<file path="src/rtl/rvm_ifu_if.sv">
// Fetch-side and memory-side signals of rvm_ifu bundled as one interface.
// master: the fetch unit's view; slave: the control FSM and instruction memory.
interface rvm_ifu_if;
  logic        fetch_req;
  logic [31:0] pc;
  logic        fetch_busy;
  logic        fetch_done;
  logic        fetch_error;
  logic [31:0] instr;
  logic [31:0] instr_pc;
  logic [31:0] pc_plus4;
  logic        mem_req;
  logic [31:0] mem_addr;
  logic        mem_gnt;
  logic        mem_rvalid;
  logic [31:0] mem_rdata;
  logic        mem_err;

  modport master (
    input  fetch_req, pc, mem_gnt, mem_rvalid, mem_rdata, mem_err,
    output fetch_busy, fetch_done, fetch_error, instr, instr_pc, pc_plus4, mem_req, mem_addr
  );

  modport slave (
    output fetch_req, pc, mem_gnt, mem_rvalid, mem_rdata, mem_err,
    input  fetch_busy, fetch_done, fetch_error, instr, instr_pc, pc_plus4, mem_req, mem_addr
  );
endinterface

</file>
<file path="src/rtl/rvm_ifu.sv">
// Instruction fetch unit: one word fetch per request over a req/gnt/rvalid port.
// Define RVM_IFU_ALIGN_CHECK_EN to fault misaligned pc values without a memory access.
module rvm_ifu (
  input  logic      clk,
  input  logic      resetn,
  rvm_ifu_if.master bus
);

  localparam logic [31:0] RVM_IFU_INSTR_RESET = 32'h0000_0013;
  localparam logic [31:0] RVM_IFU_PC_RESET    = 32'h0000_0000;

`ifdef RVM_IFU_ALIGN_CHECK_EN
  typedef enum logic [2:0] {StIdle, StReq, StWait, StDone, StErr} state_e;
`else
  typedef enum logic [1:0] {StIdle, StReq, StWait, StDone} state_e;
`endif

  state_e      r_state, w_state_next;
  logic [31:0] r_addr, w_addr_next;
  logic [31:0] r_instr, w_instr_next;
  logic [31:0] r_instr_pc, w_instr_pc_next;
  logic        r_err, w_err_next;
  logic [31:0] w_fetch_addr;
  logic        w_misaligned;

`ifdef RVM_IFU_ALIGN_CHECK_EN
  assign w_fetch_addr = bus.pc;
  assign w_misaligned = |bus.pc[1:0];
`else
  // Low pc bits are dropped so instr_pc reports the word address actually fetched.
  assign w_fetch_addr = bus.pc & ~32'h3;
  assign w_misaligned = 1'b0;
`endif

  always_ff @(posedge clk or negedge resetn) begin
    if (!resetn) begin
      r_state    <= StIdle;
      r_addr     <= RVM_IFU_PC_RESET;
      r_instr    <= RVM_IFU_INSTR_RESET;
      r_instr_pc <= RVM_IFU_PC_RESET;
      r_err      <= 1'b0;
    end else begin
      r_state    <= w_state_next;
      r_addr     <= w_addr_next;
      r_instr    <= w_instr_next;
      r_instr_pc <= w_instr_pc_next;
      r_err      <= w_err_next;
    end
  end

  always_comb begin
    w_state_next    = r_state;
    w_addr_next     = r_addr;
    w_instr_next    = r_instr;
    w_instr_pc_next = r_instr_pc;
    w_err_next      = r_err;
    unique case (r_state)
      StIdle: begin
        if (bus.fetch_req) begin
          w_addr_next = w_fetch_addr;
          w_err_next  = 1'b0;
`ifdef RVM_IFU_ALIGN_CHECK_EN
          if (w_misaligned) begin
            w_state_next    = StErr;
            w_instr_pc_next = w_fetch_addr;
          end else begin
            w_state_next = StReq;
          end
`else
          w_state_next = w_misaligned ? StIdle : StReq;
`endif
        end
      end
      StReq: begin
        if (bus.mem_gnt) w_state_next = StWait;
      end
      StWait: begin
        if (bus.mem_rvalid) begin
          w_instr_pc_next = r_addr;
          w_err_next      = bus.mem_err;
          // A faulted response must not disturb the instruction register.
          if (!bus.mem_err) w_instr_next = bus.mem_rdata;
          w_state_next = StDone;
        end
      end
      StDone: w_state_next = StIdle;
`ifdef RVM_IFU_ALIGN_CHECK_EN
      StErr:  w_state_next = StIdle;
`endif
      default: w_state_next = StIdle;
    endcase
  end

  always_comb begin
    bus.fetch_busy  = (r_state != StIdle);
    bus.fetch_done  = (r_state == StDone);
    bus.fetch_error = (r_state == StDone) && r_err;
`ifdef RVM_IFU_ALIGN_CHECK_EN
    if (r_state == StErr) begin
      bus.fetch_done  = 1'b1;
      bus.fetch_error = 1'b1;
    end
`endif
    bus.mem_req  = (r_state == StReq);
    bus.mem_addr = {r_addr[31:2], 2'b00};
    bus.instr    = r_instr;
    bus.instr_pc = r_instr_pc;
    bus.pc_plus4 = r_instr_pc + 32'd4;
  end

endmodule

</file>
<file path="src/flat_wrapper.sv">
// flat-port wrapper written by rule: the top's interface ports become plain ports
module rvm_ifu_flat 
  (clk, resetn, bus_fetch_req, bus_pc, bus_mem_gnt, bus_mem_rvalid, bus_mem_rdata, bus_mem_err, bus_fetch_busy, bus_fetch_done, bus_fetch_error, bus_instr, bus_instr_pc, bus_pc_plus4, bus_mem_req, bus_mem_addr);
  rvm_ifu_if bus_i ();
  input  logic clk;
  input  logic resetn;
  input wire logic [$bits(bus_i.fetch_req)-1:0] bus_fetch_req;
  input wire logic [$bits(bus_i.pc)-1:0] bus_pc;
  input wire logic [$bits(bus_i.mem_gnt)-1:0] bus_mem_gnt;
  input wire logic [$bits(bus_i.mem_rvalid)-1:0] bus_mem_rvalid;
  input wire logic [$bits(bus_i.mem_rdata)-1:0] bus_mem_rdata;
  input wire logic [$bits(bus_i.mem_err)-1:0] bus_mem_err;
  output wire logic [$bits(bus_i.fetch_busy)-1:0] bus_fetch_busy;
  output wire logic [$bits(bus_i.fetch_done)-1:0] bus_fetch_done;
  output wire logic [$bits(bus_i.fetch_error)-1:0] bus_fetch_error;
  output wire logic [$bits(bus_i.instr)-1:0] bus_instr;
  output wire logic [$bits(bus_i.instr_pc)-1:0] bus_instr_pc;
  output wire logic [$bits(bus_i.pc_plus4)-1:0] bus_pc_plus4;
  output wire logic [$bits(bus_i.mem_req)-1:0] bus_mem_req;
  output wire logic [$bits(bus_i.mem_addr)-1:0] bus_mem_addr;
  assign bus_i.fetch_req = bus_fetch_req;
  assign bus_i.pc = bus_pc;
  assign bus_i.mem_gnt = bus_mem_gnt;
  assign bus_i.mem_rvalid = bus_mem_rvalid;
  assign bus_i.mem_rdata = bus_mem_rdata;
  assign bus_i.mem_err = bus_mem_err;
  assign bus_fetch_busy = bus_i.fetch_busy;
  assign bus_fetch_done = bus_i.fetch_done;
  assign bus_fetch_error = bus_i.fetch_error;
  assign bus_instr = bus_i.instr;
  assign bus_instr_pc = bus_i.instr_pc;
  assign bus_pc_plus4 = bus_i.pc_plus4;
  assign bus_mem_req = bus_i.mem_req;
  assign bus_mem_addr = bus_i.mem_addr;
  rvm_ifu u_core (.clk(clk), .resetn(resetn), .bus(bus_i));
endmodule
</file>
<file path="config.mk">
export PLATFORM = sky130hd
export DESIGN_NAME = rvm_ifu_flat
export DESIGN_NICKNAME = d
export VERILOG_FILES = /design/src/rtl/rvm_ifu_if.sv /design/src/rtl/rvm_ifu.sv /design/src/flat_wrapper.sv
export SDC_FILE = /design/constraint.sdc
export NUM_CORES = 1
export LEC_CHECK = 0
export BUFFER_PORTS_ARGS = -buffer_cell sky130_fd_sc_hd__clkbuf_2
export CORE_MARGIN = 4
export CORE_UTILIZATION = 45
export DETAILED_ROUTE_END_ITERATION = 12
export GPL_TIMING_DRIVEN = 0
export HOLD_SLACK_MARGIN = 0.12
export PLACE_DENSITY = 0.78
export SLEW_MARGIN = 30
export SYNTH_ARGS = -nofsm -noshare
export SYNTH_HDL_FRONTEND = slang
export SYNTH_SLANG_ARGS = --single-unit
</file>
<file path="constraint.sdc">
create_clock -name clk -period 2.15 [get_ports clk]
set_clock_uncertainty 0.1 [all_clocks]
set_input_delay 0.1075 -clock clk [delete_from_list [all_inputs] [get_ports clk]]
set_output_delay 0.1075 -clock clk [all_outputs]
set_load 0.05 [all_outputs]
</file>
Word-level counts from Yosys, hierarchy flattened

Cells that the tools add are included.

Register bits after elaboration: 95
Word-level logic and storage cells: 29

Mux-type cells: 7
Reductions and logical operators: 9
$add $sub $neg: 1
Eq/ne operators: 6
Bitwise gates (word level): 1

Operator list:

| operator                                                              | count |
|---|---|
| 32-bit by 3-bit adder with 32-bit output, second input constant       | 1 |
| 3-bit AND reduction                                                   | 3 |
| 2-bit case mux with 4 select lines                                    | 1 |
| 2-bit two-way mux                                                     | 3 |
| 2-bit inequality test, second input constant                          | 3 |
| 2-bit equality test, second input constant                            | 2 |
| 2-bit AND reduction                                                   | 2 |
| 2-bit nonzero test                                                    | 2 |
| 2-bit by 1-bit equality test with 1-bit output, second input constant | 1 |
| 2-bit logical NOT                                                     | 1 |
| 1-bit two-way mux                                                     | 2 |
| 1-bit case mux with 2 select lines                                    | 1 |
| 1-bit logical AND                                                     | 1 |
| 1-bit NOT                                                             | 1 |

Longest topological paths before layout

Gate-level depths: netlist (run 1).

Depth in word-level cells: 3
Mapped depth: 7

Worst setup path after synthesis (run 1)

Ideal clock, no wire load.

Kind: reg2out
Start point: register u_core.r_instr_pc[2] (netlist: u_core.bus.instr_pc[2])
End point: output bus_pc_plus4[26]
Setup slack: -540 ps
Arrival: 2,483 ps
Path buffers: 0
Cell stages (with the launch flop): 6
Data required time: 1,942 ps
Cells stage by stage: dfrtp_1 ha_1 and4_1 and4_1 nand4_1 xnor2_1

Longest elaborated chain between the ends: 1

Ends and longest elaborated chain:

| element                                  | RTL line           | RTL |
|---|---|---|
| from (decl)                              | rvm_ifu.sv:21      | `logic [31:0] r_instr_pc, w_instr_pc_next;` |
| from (signal assigned)                   | rvm_ifu.sv:46      | `r_instr_pc <= w_instr_pc_next;` |
| 32-bit by 3-bit adder with 32-bit output | rvm_ifu.sv:108     | `bus.pc_plus4 = r_instr_pc + 32'd4;` |
| to (decl)                                | flat_wrapper.sv:18 | `output wire logic [$bits(bus_i.pc_plus4)-1:0] bus_pc_plus4;` |

No other way between the ends.

Worst setup path after layout (run 1)

Start point: register u_core.r_instr_pc[20] (netlist: u_core.bus.instr_pc[20])
End point: output bus_pc_plus4[29]

The elaborated chain is that of the path after synthesis.

==> flow_metrics.py, run 1 <==
metrics = {
    "sta": {
        "tightestPinTransition_ns": 0.6324,
        "fin_crit_sh_pct": 106.7,
        "fin_crit_ns": 2.294,
        "timing.hold.ws_ns": 0.1474,
        "fmax_ghz": 0.4360,
        "maxSlewViolCount": 0,
        "setup_viol": 8,
        "rsz0062_at_grt": "yes",
        "finalWorstSetupSlack_ns": -0.1438,
        "hold_viol": 0,
        "relSlewSlack_pct": 57.84,
    },
    "synth": {
        "synthArstFlopShare_pct": 100.0,
        "ys_types": 38,
        "synth_ff_type": "dfrtp_1",
        "synth_top_cell_by_area": "dfrtp_1",
        "ys_top_cells_by_count": "dfrtp_1 (92), mux2_2 (63), mux2_1 (30)",
        "yosysSeqAreaShare_pct": 55.45,
        "synth_edf_count": 0,
        "synth.area.top_cells": "dfrtp_1 (54%), mux2_2 (17%), mux2_1 (7.9%)",
        "synth.avg_cell_area_sq_um": 13.81,
        "synth-seq-cells": 95,
        "yosysTopAreaCellShare_pct": 53.61,
        "syn-cell-area_sq_um": 4294,
        "ys_warn_count": 0,
        "synth_cells": 311,
        "yosysMostFrequentCell": "dfrtp_1",
    },
    "min_path": {
        "whs_path_depth": 4,
        "min_to": "u_core.r_state[0]",
        "hold_path.class": "in2reg",
        "worstHoldStart": "bus_mem_rvalid",
    },
    "die": {
        "io_pins": 202,
        "fp.dieArea_sq_um": 11170,
        "die_x_microns": 105.7,
        "die_h_microns": 105.7,
        "start_util_pct": 46.25,
        "std_cell_rows": 35,
        "core_area_sq_um": 9284,
    },
    "placed_design": {
        "gp_congestion": 0.7938,
        "io_buffer_count": 193,
        "dp_hpwl_microns": 8328,
        "placed_cells": 639,
        "place_area_sq_um": 5847,
    },
    "critical_path": {
        "crit_type": "reg2out",
        "timing.rr.end": "u_core.r_addr[28]",
        "r2r_slack_ns": 0.11,
        "start_kind": "flop",
        "critPathLaunch": "u_core.bus.instr_pc[20]",
        "end_kind": "output port",
        "cp_max_fo": 3,
        "worst_ep_arrival_time_ns": 2.09,
        "timing.critical_path.required_ns": 1.94,
        "rr_worst_depth": 5,
        "reg2reg_from": "u_core.r_state[1]",
    },
    "clocking": {
        "clockRootBuffer": "clkbuf_8",
        "h-tree-depth": 3,
        "cts_buffer_depth": 2,
        "clk_latency_ns": 0.35,
        "cts_buffers": 9,
        "cts_sinks": 95,
        "clk_pin_slew_worst_paths_ns": 0.09,
        "tritoncts": "done",
    },
    "layout": {
        "drive_gt1_share_pct": 63.64,
        "fin_area_sq_um": 7328,
        "nNetsFinal": 709,
        "finalNonFillerCells": 767,
        "n_antenna_cell": 0,
        "syn2layout_area_growth_pct": 70.66,
    },
    "outcome": {
        "violations": "setup timing",
        "status": "finished with violations",
    },
    "run": {
        "cap_violations": 0,
    },
    "routing": {
        "ant_nets": 0,
        "drt_iter0_markers": 99,
        "route.vias.total": 3758,
        "viasPerCell": 4.900,
        "drcViolationCount": 0,
        "drtPass1Iterations": 4,
        "wl_per_cell_microns": 17.64,
        "finalWirelength_microns": 13530,
    },
    "grt": {
        "antenna_found_initial": 0,
        "first_global_vias": 4080,
        "grt-ovfl-total": 0,
        "grt_pass1_wl_microns": 20600,
        "track_usage_pct": 23.00,
        "grt_max_degree": 52,
    },
}
[placed cells by master, fill, tap and decap left out, types with 6 or more instances in the layout]
cell type,count
xnor2_4,10
mux2_2,63
clkbuf_2,175
conb_1,6
nand4_1,10
clkbuf_8,15
nand2_1,7
nand3_1,8
dlygate4sd3_1,68
dfrtp_1,65
buf_4,52
buf_8,8
clkbuf_1,6
inv_1,6
mux2_1,30
dfrtp_2,26
xnor2_2,7
[cell families (layout without fill, tap and decap cells)]
kind of cell	Yosys count	after routing	share of synthesized area (%)
flops	95	95	55.45
mux	94	94	24.62
simple gates	58	58	8.888
xor+xnor	28	28	5.711
buf+inv	24	346	2.710
fa+ha+maj	6	6	1.748
compound gates	5	5	0.7869
other cells	1	6	0.08733
[per-layer routing]
metal  wire length, microns  GRT usage [%]  vias up  share of wire, %
met5                      0              0        -                 0
met4                    244          6.290        0               1.8
met3                   1020          6.614       23               7.5
met2                   7223          41.67      163                53
met1                   5043          26.47     1852                37
li1                       -              -     1720                 -
[cell type report]
type	instances	area (sq um)
Sequential cell	95	2417
Multi-Input combinational cell	197	2258
Timing Repair Buffer	306	2142
Fill cell	557	1956
Clock buffer	12	165.2
Tap cell	129	161.4
Buffer	17	106.4
Clock inverter	4	51.30
Inverter	7	26.28
[state kept, by name (all words and copies together), names as in the netlist]
name                 cells
u_core.r_state           2
u_core.bus.instr_pc     30
u_core.bus.instr        32
u_core.r_addr           30
u_core.r_err             1
[stage by stage]
step,TNS (ns),setup WS [ns],util (%)
5_1_grt,-1.449,-0.3090,78.94
3_3_place_gp,-27.40,-0.5939,62.59
2_1_floorplan,-0.1323,-0.07350,-
3_5_place_dp,-0.5773,-0.06254,62.98
4_1_cts,-0.6774,-0.1835,77.79
6_report,-0.5469,-0.1438,78.94
[worst max-delay path, stage by stage, from the launching register on]
cell and delay (ns):
dfrtp_2 0.37, buf_4 0.12, nand2_1 0.10, nor4_2 0.39
nand4_1 0.30, xnor2_4 0.21, clkbuf_4 0.25
[how the worst max path moves through the flow]
stage | to | slack (ns) | depth (start not counted)
detailed placement | bus_pc_plus4[30] | -0.06 | 6
CTS | bus_pc_plus4[31] | -0.18 | 5
finish | bus_pc_plus4[29] | -0.14 | 6
global placement | u_core.bus.instr_pc[24] | -0.59 | 1
floorplan | bus_pc_plus4[26] | -0.07 | 5
global route | bus_pc_plus4[29] | -0.31 | 6
[repair_timing]
item / in CTS / in global routing
endpoints found under the hold margin: 159 / 0
hold buffers: 68 / 0
cloned: 0 / 0
buffers inserted: 39 / 5
gates resized for setup: 47 / 34
setup endpoints to repair: 47 / 49
pin swaps: 17 / 5
Power of run 1 is not shown: default switching activity piles up to over one toggle a cycle in this logic, so the estimate is an artifact.
==> run 2, diff against run 1 <==
CORE_UTILIZATION = 47   (was 45)
PLACE_DENSITY = 0.81   (was 0.78)
==> run 2 against run 1 <==
The flow still finishes with violations (setup timing). Highest routed layer unchanged. Final cell count is 1.7% lower. Sequential share of layout area is 0.55 points lower. Register-to-register slack worse by 0.03 ns. Non-clock buffer count is 8 higher. Utilization is 5.7 points higher. Worst setup slack worse by 0.029 ns. Global-route usage is 4.7 points higher.
==> flow_metrics.py, run 2 (same netlist as run 1, synthesis figures left out) <==
metrics = {
    "sta": {
        "tns_ns": -1.026,
        "fmax_ghz": 0.4305,
        "setup_viol": 11,
        "rsz0062_at_grt": "yes",
        "tightestPinTransition_ns": 0.6708,
        "fin_crit_ns": 2.323,
        "hold_viol": 0,
        "fin_crit_sh_pct": 108.0,
        "relSlewSlack_pct": 55.28,
        "maxSlewViolCount": 0,
        "finalWorstSetupSlack_ns": -0.1729,
    },
    "grt": {
        "grt-ovfl-total": 0,
        "grt_pass1_wl_microns": 23690,
        "track_usage_pct": 27.75,
        "antenna_found_initial": 0,
        "grt_max_degree": 50,
        "first_global_vias": 4498,
    },
    "layout": {
        "largest_reg_flops": 32,
        "multi_input_area_sq_um": 2328,
        "most-common-layout-cells": "clkbuf_2 (172), dlygate4sd3_1 (68), dfrtp_1 (66)",
        "final_common_cell": "clkbuf_2",
        "drive_gt1_share_pct": 64.24,
        "seq_area_sq_um": 2416,
        "syn2layout_area_growth_pct": 73.48,
        "nNetsFinal": 717,
        "n_antenna_cell": 0,
        "fillCellCount": 458,
    },
    "routing": {
        "drtPass1Iterations": 4,
        "drcViolationCount": 0,
        "drt_iter0_markers": 119,
        "ant_nets": 0,
        "route.vias.total": 3949,
        "viasPerCell": 5.237,
        "finalWirelength_microns": 15320,
        "wl_per_cell_microns": 20.32,
    },
    "placed_design": {
        "dp_slack_ns": -0.1089,
        "dp_hpwl_microns": 8406,
        "io_buffer_count": 193,
        "gp_congestion": 0.7765,
    },
    "critical_path": {
        "cp_max_fo": 2,
        "start_kind": "flop",
        "cp_slowest_stage_delay_ns": 0.52,
        "cp_slowest_cell": "or4_4",
        "cpLargestDelayFamily": "simple AND/OR/NAND/NOR gates",
        "timing.critical_path.required_ns": 1.94,
        "worst-path-buf-inv": 1,
        "r2r_slack_ns": 0.08,
        "crit_type": "reg2out",
        "end_kind": "output port",
        "worst_ep_arrival_time_ns": 2.12,
        "crit_chain": "nand4_1 -> or4_4 -> nor4_4 -> xor2_4 -> buf_8",
    },
    "clocking": {
        "h-tree-depth": 3,
        "cts_buffer_depth": 2,
        "cts_buffers": 9,
        "clk_pin_slew_worst_paths_ns": 0.10,
        "clockRootBuffer": "clkbuf_8",
        "clk_latency_ns": 0.36,
        "cts_sinks": 95,
        "tritoncts": "done",
    },
    "die": {
        "std_cell_rows": 34,
        "fp.dieArea_sq_um": 10730,
        "io_pins": 202,
        "core_area_sq_um": 8806,
        "start_util_pct": 48.76,
        "die_x_microns": 103.6,
        "die_h_microns": 103.6,
    },
    "outcome": {
        "violations": "setup timing",
        "status": "finished with violations",
    },
    "min_path": {
        "hold_path.class": "in2async",
    },
    "run": {
        "cap_violations": 0,
    },
}
## run 2: cell types whose count changed in the layout (fill, tap and decap cells not counted), sizes merged
cell    before  now
inv          8    7
clkbuf     201  194
bufinv       1    0
clkinv       1    3
buf         66   81
## run 2: metrics by stage
| step | cell area (sq um) | hold slack (ns) | cells | util (%) |
|---|---|---|---|---|
| detailed placement | 5821 | -0.01369 | 618 | 66.10 |
| global route | 7450 | 0.2338 | 754 | 84.60 |
| CTS | 7172 | 0.1577 | 739 | 81.44 |
| global placement | 5784 | 0.2177 | 617 | 65.69 |
| floorplan | 4683 | -0.2881 | 316 | - |
| finish | 7450 | 0.1813 | 754 | 84.60 |
## run 2: what timing repair did
action / 4_1_cts / 5_1_grt
endpoints found under the setup margin: 51 / 49
setup buffers: 37 / 17
hold buffers: 68 / 0
pin swaps: 13 / 24
resized for setup: 56 / 51
hold endpoints to repair: 157 / 0
## run 2: layout make-up
cell class,instances,area share (%)
Buffer,17,1.360
Clock buffer,12,2.083
Clock inverter,4,0.4031
Inverter,7,0.3527
Multi-Input combinational cell,197,31.26
Sequential cell,95,32.43
Tap cell,108,1.814
Timing Repair Buffer,314,30.30
## run 2: worst paths after layout
check / from / to / cells after the start
setup / recovery: u_core.bus.instr_pc[24] / bus_pc_plus4[31] / 5
hold / removal: resetn / u_core.r_addr[7] / 2
max in group asynchronous: resetn / u_core.bus.instr[4] / 3
min in group clk: u_core.bus.instr[23] / u_core.bus.instr[23] / 1
setup reg to reg: u_core.r_state[1] / u_core.r_addr[28] / 5
hold reg to reg: u_core.bus.instr[23] / u_core.bus.instr[23] / 1
## run 2: metal layers
layer,routed length [microns],vias to the layer above,GRT usage [%]
met4,520,0,12.73
met3,1019,49,8.085
met1,5421,1962,28.54
met5,0,-,0
met2,8359,199,51.73
li1,-,1739,-
Power of run 2 is left out for the same reason.
==> run 3, diff against run 2 <==
ABC_AREA = 1   (was unset)
CORE_UTILIZATION = 48   (was 47)
PLACE_DENSITY = 0.8   (was 0.81)
clock period = 2.3 ns   (was 2.15 ns; I/O delays follow)
==> run 3 against run 2 <==
The run now ends clean. Area after synthesis increased by 9.9%. Sequential share of layout area increased by 2.2 points. Critical path depth increased by 2. Via count increased by 21%. Critical endpoint is now bus_pc_plus4[14].
==> flow_metrics.py, run 3 <==
metrics = {
    "synth": {
        "ys_warn_count": 0,
        "ys_types": 24,
        "synth.avg_cell_area_sq_um": 8.321,
        "synth_ff_type": "dfrtp_1",
        "ys_top_cells_by_count": "nand2_1 (148), dfrtp_1 (92), inv_1 (84)",
        "synth_adder_area_share_pct": 1.591,
        "yosysTopAreaCellShare_pct": 48.79,
        "synth_top_family_by_area": "simple AND/OR/NAND/NOR gates",
        "synth_top_cell_by_area": "dfrtp_1",
        "synth_xor_area_share_pct": 2.784,
        "yosysSeqAreaShare_pct": 50.46,
        "yosysMostFrequentCell": "nand2_1",
        "syn-cell-area_sq_um": 4718,
        "synthArstFlopShare_pct": 100.0,
        "muxShareOfSynthArea_pct": 0.2387,
        "synth.area.top_cells": "dfrtp_1 (49%), nand2_1 (12%), inv_1 (6.7%)",
        "synth-simple-area-share_pct": 21.72,
        "synth-seq-cells": 95,
        "synth_compound_area_share_pct": 12.73,
        "synth_cells": 567,
        "synth_edf_count": 0,
    },
    "layout": {
        "fin_area_sq_um": 6870,
        "seq_area_sq_um": 2381,
        "nNetsFinal": 923,
        "final_common_cell": "clkbuf_2",
        "n_antenna_cell": 0,
        "syn2layout_area_growth_pct": 45.61,
        "largest_reg_flops": 32,
        "drive_gt1_share_pct": 34.27,
        "multi_input_area_sq_um": 1953,
        "most-common-layout-cells": "clkbuf_2 (186), nand2_1 (148), dfrtp_1 (92)",
        "fillCellCount": 691,
    },
    "clocking": {
        "h-tree-depth": 3,
        "clockRootBuffer": "clkbuf_8",
        "clk_pin_slew_worst_paths_ns": 0.10,
        "cts_buffer_depth": 2,
        "cts_buffers": 9,
        "cts_sinks": 95,
        "clk_latency_ns": 0.36,
        "tritoncts": "done",
    },
    "sta": {
        "hold_viol": 0,
        "rsz0062_at_grt": "yes",
        "fin_crit_sh_pct": 94.06,
        "maxSlewViolCount": 0,
        "finalWorstSetupSlack_ns": 0.1366,
        "tns_ns": 0,
        "fin_crit_ns": 2.163,
        "fmax_ghz": 0.4622,
        "timing.hold.ws_ns": 0.1234,
        "setup_viol": 0,
    },
    "grt": {
        "grt-ovfl-total": 0,
        "antenna_found_initial": 0,
        "grt_max_degree": 60,
        "first_global_vias": 4913,
        "grt_pass1_wl_microns": 24150,
        "track_usage_pct": 26.69,
    },
    "die": {
        "core_area_sq_um": 9415,
        "std_cell_rows": 35,
        "io_pins": 202,
        "die_h_microns": 107.1,
        "fp.dieArea_sq_um": 11480,
        "start_util_pct": 50.11,
        "die_x_microns": 107.1,
    },
    "min_path": {
        "hold_path.class": "in2async",
    },
    "run": {
        "cap_violations": 0,
    },
    "placed_design": {
        "place_area_sq_um": 5983,
        "dp_hpwl_microns": 10190,
        "dp_slack_ns": 0.4114,
        "gp_congestion": 0.8328,
        "io_buffer_count": 193,
    },
    "critical_path": {
        "r2r_slack_ns": 0.18,
        "reg2reg_from": "u_core.r_state[0]",
        "rr_worst_depth": 8,
        "start_kind": "flop",
        "end_kind": "output port",
        "worst_ep_arrival_time_ns": 1.95,
        "crit_type": "reg2out",
        "timing.critical_path.required_ns": 2.09,
        "cp_max_fo": 4,
        "timing.rr.end": "u_core.r_err",
    },
    "routing": {
        "viasPerCell": 4.890,
        "ant_nets": 0,
        "route.vias.total": 4797,
        "drtPass1Iterations": 5,
        "drt_iter0_markers": 243,
        "wl_per_cell_microns": 15.29,
        "finalWirelength_microns": 15000,
        "drcViolationCount": 0,
    },
    "outcome": {
        "status": "finished, final reports clean",
    },
}
## run 3: cell count changes after synthesis, sizes merged, moves of 3 or more
cell	change
and3	-3
nor2	+66
mux2	-92
nand4	-11
o21ai	+65
nand3b	+7
nand3	-6
buf	+9
a21oi	+29
inv	+77
xnor2	-15
nand2	+144
and4	-4
## run 3: logic make-up (layout without fill, tap and decap cells)
group | after synthesis | after routing
other | 1 | 6
XOR/XNOR | 15 | 15
adder cells (fa/ha/maj) | 6 | 6
buffers and inverters | 109 | 389
multiplexers | 1 | 1
flip-flops | 95 | 95
AO/OA/AOI/OAI | 96 | 96
AND/OR/NAND/NOR | 244 | 244
## run 3: layout make-up
cell class | count | area share (%)
Clock inverter | 6 | 0.6738
Buffer | 25 | 2.550
Sequential cell | 95 | 34.66
Multi-Input combinational cell | 368 | 28.43
Inverter | 84 | 4.589
Clock buffer | 10 | 1.858
Timing Repair Buffer | 264 | 24.90
Tap cell | 129 | 2.349
## run 3: worst max path at each step
stage,start,to,slack (ns),cells past startpoint
after global placement,resetn,u_core.r_addr[28],-0.06,1
after detailed placement,u_core.bus.instr_pc[3],bus_pc_plus4[24],0.41,8
final,u_core.bus.instr_pc[3],bus_pc_plus4[14],0.14,7
after global routing,u_core.bus.instr_pc[3],bus_pc_plus4[20],-0.05,9
after CTS,u_core.bus.instr_pc[3],bus_pc_plus4[24],0.0006,8
after floorplan,u_core.bus.instr_pc[2],bus_pc_plus4[17],0.0002,5
## run 3: what timing repair did
action | CTS | global route
endpoints found under the setup margin | 0 | 12
hold buffers | 68 | 0
buffers inserted | 0 | 2
hold endpoints to repair | 159 | 0
gates resized for setup | 0 | 13
## run 3: per-layer routing
layer	GRT usage, %	wire length, microns	vias up
met5	0	0	-
met4	11.32	588	0
met3	6.863	1164	58
met2	47.81	7807	213
met1	29.86	5440	2251
li1	-	-	2275
## run 3: worst max-delay path, cell delays in order, from the launching register on
cell and delay [ns]:
dfrtp_1 0.41, ha_1 0.22, nand2_1 0.08, nor2_2 0.12
nand2_2 0.14, nor2_2 0.19, xor2_2 0.14, clkbuf_2 0.28
## run 3: through the flow
stage,utilization (%),instances
5_1_grt,72.97,981
2_1_floorplan,-,572
3_3_place_gp,63.16,894
6_report,72.97,981
4_1_cts,72.62,979
3_5_place_dp,63.55,895
Power of run 3 is left out for the same reason.
